<file path="config.mk">
export PLATFORM = sky130hd
export DESIGN_NAME = uart_rx
export DESIGN_NICKNAME = d
export VERILOG_FILES = /design/src/rtl/uart_rx.sv
export SDC_FILE = /design/constraint.sdc
export NUM_CORES = 1
export LEC_CHECK = 0
export BUFFER_PORTS_ARGS = -buffer_cell sky130_fd_sc_hd__buf_2
export CAP_MARGIN = 30
export CORE_ASPECT_RATIO = 1.5
export CORE_MARGIN = 2
export CORE_UTILIZATION = 29
export DETAILED_ROUTE_END_ITERATION = 10
export GPL_TIMING_DRIVEN = 0
export MAX_ROUTING_LAYER = met4
export SYNTH_ARGS = -nofsm -noshare
export SYNTH_HDL_FRONTEND = slang
export SYNTH_SLANG_ARGS = --single-unit
</file>
<file path="constraint.sdc">
create_clock -name clk -period 4.2 [get_ports clk]
set_input_delay 0.42 -clock clk [delete_from_list [all_inputs] [get_ports clk]]
set_output_delay 0.42 -clock clk [all_outputs]
set_load 0.005 [all_outputs]
</file>
<file path="src/rtl/uart_rx.sv">
// Oversampling UART receiver: start/data/[parity]/stop framing with a one-clock Data_Rdy strobe.
// Optional parity checking is compiled in with `define UART_RX_PARITY_EN.
//
// Output handshake: Data_Rdy is a valid-only strobe with no ready. It is high for exactly
// one clock, and Rx_Data is stable from that clock until the next strobe.
module uart_rx #(
  parameter int DATA_BITS    = 8,
  parameter int OVERSAMPLE   = 16,
  parameter int BAUD_DIVISOR = 27,
  parameter int PARITY_ODD   = 0
) (
  input  logic                 clk,
  input  logic                 rst,
  input  logic                 Rx,
  input  logic                 BIST_Mode,
  output logic [DATA_BITS-1:0] Rx_Data,
  output logic                 Data_Rdy,
  output logic                 Framing_Err,
  output logic                 Parity_Err,
  output logic                 Rx_Busy,
  output logic [2:0]           state_dbg
);

  localparam int BW = (BAUD_DIVISOR > 1) ? $clog2(BAUD_DIVISOR) : 1;
  localparam int TW = $clog2(OVERSAMPLE);
  localparam int CW = (DATA_BITS > 1) ? $clog2(DATA_BITS) : 1;

  localparam logic [BW-1:0] BAUD_LAST = BW'(BAUD_DIVISOR - 1);
  localparam logic [TW-1:0] HALF_LAST = TW'(OVERSAMPLE / 2 - 1);
  localparam logic [TW-1:0] FULL_LAST = TW'(OVERSAMPLE - 1);
  localparam logic [CW-1:0] BIT_LAST  = CW'(DATA_BITS - 1);

  typedef enum logic [2:0] {
    IDLE   = 3'd0,
    START  = 3'd1,
    DATA   = 3'd2,
    STOP   = 3'd3
`ifdef UART_RX_PARITY_EN
    ,
    PARITY = 3'd4
`endif
  } state_t;

  state_t                 state;
  logic                   rx_meta;
  logic                   rx_s;
  logic                   rx_prev;
  logic [BW-1:0]          baud_cnt;
  logic [TW-1:0]          tick_cnt;
  logic [CW-1:0]          bit_cnt;
  logic [DATA_BITS-1:0]   shift_reg;

  logic tick;
  logic sample_pt;
  logic start_edge;

  assign tick       = (state != IDLE) && (baud_cnt == BAUD_LAST);
  // START samples half a bit in so every later sample lands mid-bit.
  assign sample_pt  = tick && (tick_cnt == ((state == START) ? HALF_LAST : FULL_LAST));
  assign start_edge = rx_prev && !rx_s;

  assign Rx_Busy   = (state != IDLE);
  assign state_dbg = state;

`ifdef UART_RX_PARITY_EN
  logic par_expect;
  logic par_mis;
  logic par_err_q;

  assign par_expect = (^shift_reg) ^ (PARITY_ODD != 0);
  assign Parity_Err = par_err_q;
`else
  assign Parity_Err = 1'b0;
`endif

  always_ff @(posedge clk or posedge rst) begin
    if (rst) begin
      state       <= IDLE;
      rx_meta     <= 1'b1;
      rx_s        <= 1'b1;
      rx_prev     <= 1'b1;
      baud_cnt    <= '0;
      tick_cnt    <= '0;
      bit_cnt     <= '0;
      shift_reg   <= '0;
      Rx_Data     <= '0;
      Data_Rdy    <= 1'b0;
      Framing_Err <= 1'b0;
`ifdef UART_RX_PARITY_EN
      par_mis     <= 1'b0;
      par_err_q   <= 1'b0;
`endif
    end else begin
      rx_meta  <= Rx;
      rx_s     <= rx_meta;
      rx_prev  <= rx_s;
      Data_Rdy <= 1'b0;

      // Counters idle at zero, so entering START always begins a fresh bit period.
      if (BIST_Mode || state == IDLE) begin
        baud_cnt <= '0;
        tick_cnt <= '0;
      end else begin
        baud_cnt <= (baud_cnt == BAUD_LAST) ? '0 : baud_cnt + 1'b1;
        if (sample_pt) begin
          tick_cnt <= '0;
        end else if (tick) begin
          tick_cnt <= tick_cnt + 1'b1;
        end
      end

      if (BIST_Mode) begin
        state <= IDLE;
      end else begin
        case (state)
          IDLE: begin
            if (start_edge) state <= START;
          end
          START: begin
            if (sample_pt) begin
              if (rx_s) begin
                state <= IDLE;
              end else begin
                state   <= DATA;
                bit_cnt <= '0;
              end
            end
          end
          DATA: begin
            if (sample_pt) begin
              shift_reg <= {rx_s, shift_reg[DATA_BITS-1:1]};
              if (bit_cnt == BIT_LAST) begin
`ifdef UART_RX_PARITY_EN
                state <= PARITY;
`else
                state <= STOP;
`endif
              end else begin
                bit_cnt <= bit_cnt + 1'b1;
              end
            end
          end
`ifdef UART_RX_PARITY_EN
          PARITY: begin
            if (sample_pt) begin
              par_mis <= (rx_s != par_expect);
              state   <= STOP;
            end
          end
`endif
          STOP: begin
            // Returning to IDLE mid-stop-bit leaves time to catch a back-to-back start edge.
            if (sample_pt) begin
              if (rx_s) begin
                Rx_Data     <= shift_reg;
                Data_Rdy    <= 1'b1;
                Framing_Err <= 1'b0;
              end else begin
                Framing_Err <= 1'b1;
              end
`ifdef UART_RX_PARITY_EN
              par_err_q <= par_mis;
`endif
              state <= IDLE;
            end
          end
          default: state <= IDLE;
        endcase
      end
    end
  end

endmodule

</file>
==> key figures <==
Yosys
  • Synth top area cells: dfrtp_1 51%, mux2_2 5.7%, dfstp_2 5.0%
  • Synth Register Bits: 35
  • Most used DFF post-synth: dfrtp_1
  • Mean post-synth cell area: 12.2 um2
  • Post-synth EDFFs: 0
  • Synth warn: 0
  • Syn Inst Count: about 130
  • Synthesized area: 1580 um2
  • Synth area leader: dfrtp_1
  • Library cells used by synthesis: 38
  • Sequential fraction of the synthesis area: between 50% and 60%
  • Async SR Flop Fraction: 100%
  • Post-synth top area share: 50.8%

Cells and area
  • Commonest non-fill, non-tap cell in the layout: dfrtp_1
  • Non-filler cells, final: 222
  • Area growth syn-to-layout: 19.2%
  • Final core occ: between 30% and 40%
  • Fraction of layout cells with a size suffix above 1: 27.9%
  • Fill count: 550
  • Antenna Cells: 0
  • Fin nets: roughly 160
  • Final instance area: 1880 um2
  • Commonest cells after routing, fill and taps aside: 32 x dfrtp_1, 17 x buf_2, 10 x nand2_1, 9 x nor2_1, 8 x mux2_2

Floorplan
  • Die ar.: 6050 um2
  • Die width: 64.2 um
  • Die height: 94.3 um
  • Num ports: 19
  • Core area: 5200 um2
  • Starting density of the core: 30.3%
  • Cell Rows: 32

Place
  • Final RePlAce weighted congestion: 0.727
  • Post-Place Setup Slack: 1.90 ns
  • Final HPWL DP: 1950 um
  • Count of port buffers added during placement: 16
  • Area after DPL: 1770 um2
  • Inst Count DP: 215

Pwr
  • Leak: 0.948 nW
  • Register share of total power: 52.2%
  • Max VDD drop: 301 uV
  • Switch Pwr: 0.135 mW
  • Combinational share of power: 3.8%
  • Pint: 0.524 mW
  • Net Sw Frac: 20.5%
  • PD cells: around 350 nW/um2
  • Clock network fraction of total power: 44.0%
  • Tot Pwr: 0.659 mW

Clock network
  • Setup Fix Bufs, Post-CTS: 0
  • Clk_lat worst skew: 0.29 ns
  • Hold_buf cts: 0
  • CTS buffer count: 5
  • Root Buffer Master: clkbuf_8
  • Clk slew on worst S/H paths: roughly 0.070 ns
  • Num Clock Sinks: 35
  • Clock Path Buffers: 2
  • CTS resizes: 0
  • H-Tree Depth: 2
  • CTS tree: yes

Detailed routing
  • Routed wl met2: 1370 um
  • DR iter-0 viols: 18
  • Final antenna-violating net count: 0
  • DR top layer: met4
  • WL per Instance: 12.3 um
  • # DRC: 0
  • Met3 routed WL: approximately 99 um
  • Drt pass-1 iters: 6
  • Met1 WL: ~1200 um
  • Final wirelength: 2740 um
  • Number of vias per cell: 4.59
  • Vias: 1019

Worst setup path
  • Worst EP required: 4.37 ns
  • CP bufs+invs: 1
  • Delay-heaviest family, CP: simple AND/OR/NAND/NOR gates
  • Crit-path cells: inv_1 > ha_1 > nand4b_2 > nor2_1 > nand4_1 > mux2_2
  • Slowest cell on the critical path: nand4_1
  • Worst-path fanout max: 8
  • WP data arrival: 2.48 ns
  • Cells on worst reg2reg path: 6
  • Critical Path End Type: flip-flop
  • Reg2Reg Setup Slack: 1.89 ns
  • Reg2reg end: Rx_Data[6]$_DFFE_PP0P_
  • Max stage delay on crit path: approximately 0.48 ns
  • RR Startpoint: baud_cnt[0]$_DFF_PP0_
  • Type of the worst setup path: flip-flop to flip-flop
  • CP startpoint kind: flip-flop

GRT
  • Vias in the first global route: 1054
  • Largest net degree at the start of global routing: 21
  • Gr ovfl total: 0
  • First-pass GRT wire length: 4930 um
  • Initial antenna violation count: 0
  • GRT Overall Usage: 10.9%

Timing
  • Relative slew slack: 54.8%
  • Crit share post-route: 54.9%
  • Achievable Freq: 433 MHz
  • Final min period: 2.31 ns
  • Max-slew violation count: 0
  • # setup viols final: 0
  • Layout Skew: about 0.0043 ns
  • Slew @ Worst Pin: 0.677 ns
  • Setup_tns: 0 ns
  • Worst hold margin: 0.223 ns
  • RSZ-0062 raised after global routing: false
  • Fin. Hold Viols: 0
  • PnR worst setup slack: 1.89 ns

Hold path
  • Worst Hold Class: input port to async pin

Flow run
  • Max cap viols: 0

Status
  • Outcome: finished, final reports clean
## area by class of cell
cell class              instances  area (um2)  area share (%)
inverters                       4        15.0           0.799
multi-input cells              86         658            35.0
flip-flops and latches         35         880            46.8
repair buffers                 17         108            5.73
clock inverters                 2        37.5            2.00
well taps                      68        85.1            4.53
clock buffers                   5        68.8            3.66
plain buffers                   5        27.5            1.46
## kinds of logic after synthesis
kind of cell / count (synthesis) / share of synthesized area [%]
simple gates: 41 / 16.0
flops: 35 / 55.8
compound gates: 17 / 6.51
mux: 17 / 12.6
buf+inv: 9 / 2.70
fa+ha+maj: 5 / 3.97
xor+xnor: 4 / 2.22
other cells: 1 / 0.238
## cells in the mapped netlist (all sizes together) (2+ instances only)
master and count:
a21oi 7, a31oi 4, and3b 3, buf 3
clkbuf 2, dfrtp 32, dfstp 3, ha 5
inv 4, mux2 17, nand2 10, nand2b 2
nand3 2, nor2 9, nor3b 2, o21ai 3
or3b 2, or4b 3, xor2 3
## power groups by stage
stage          registers [mW]  clock network, mW  logic [mW]
6_report                0.344              0.290      0.0248
2_1_floorplan           0.349                  0      0.0155
3_3_place_gp            0.350                  0      0.0224
4_1_cts                 0.344              0.300      0.0257
3_5_place_dp            0.351                  0      0.0257
5_1_grt                 0.345              0.317      0.0287
## routing by layer
metal	track usage (%)	vias up
met2	17.6	16
met1	12.3	498
met5	-	-
met4	5.32	0
met3	3.24	5
li1	-	500
## how the worst max path moves through the flow
stage,startpoint,slack [ns],endpoint,depth (start not counted)
after floorplan,baud_cnt[0]$_DFF_PP0_,2.29,shift_reg[0]$_DFFE_PP0P_,6
after global placement,baud_cnt[0]$_DFF_PP0_,1.93,Rx_Data[6]$_DFFE_PP0P_,6
after detailed placement,baud_cnt[0]$_DFF_PP0_,1.90,Rx_Data[2]$_DFFE_PP0P_,6
after CTS,baud_cnt[0]$_DFF_PP0_,1.88,Rx_Data[2]$_DFFE_PP0P_,6
after global routing,baud_cnt[0]$_DFF_PP0_,1.72,Rx_Data[6]$_DFFE_PP0P_,6
final,baud_cnt[0]$_DFF_PP0_,1.89,Rx_Data[6]$_DFFE_PP0P_,6
Power figures use the tool's default switching activity.
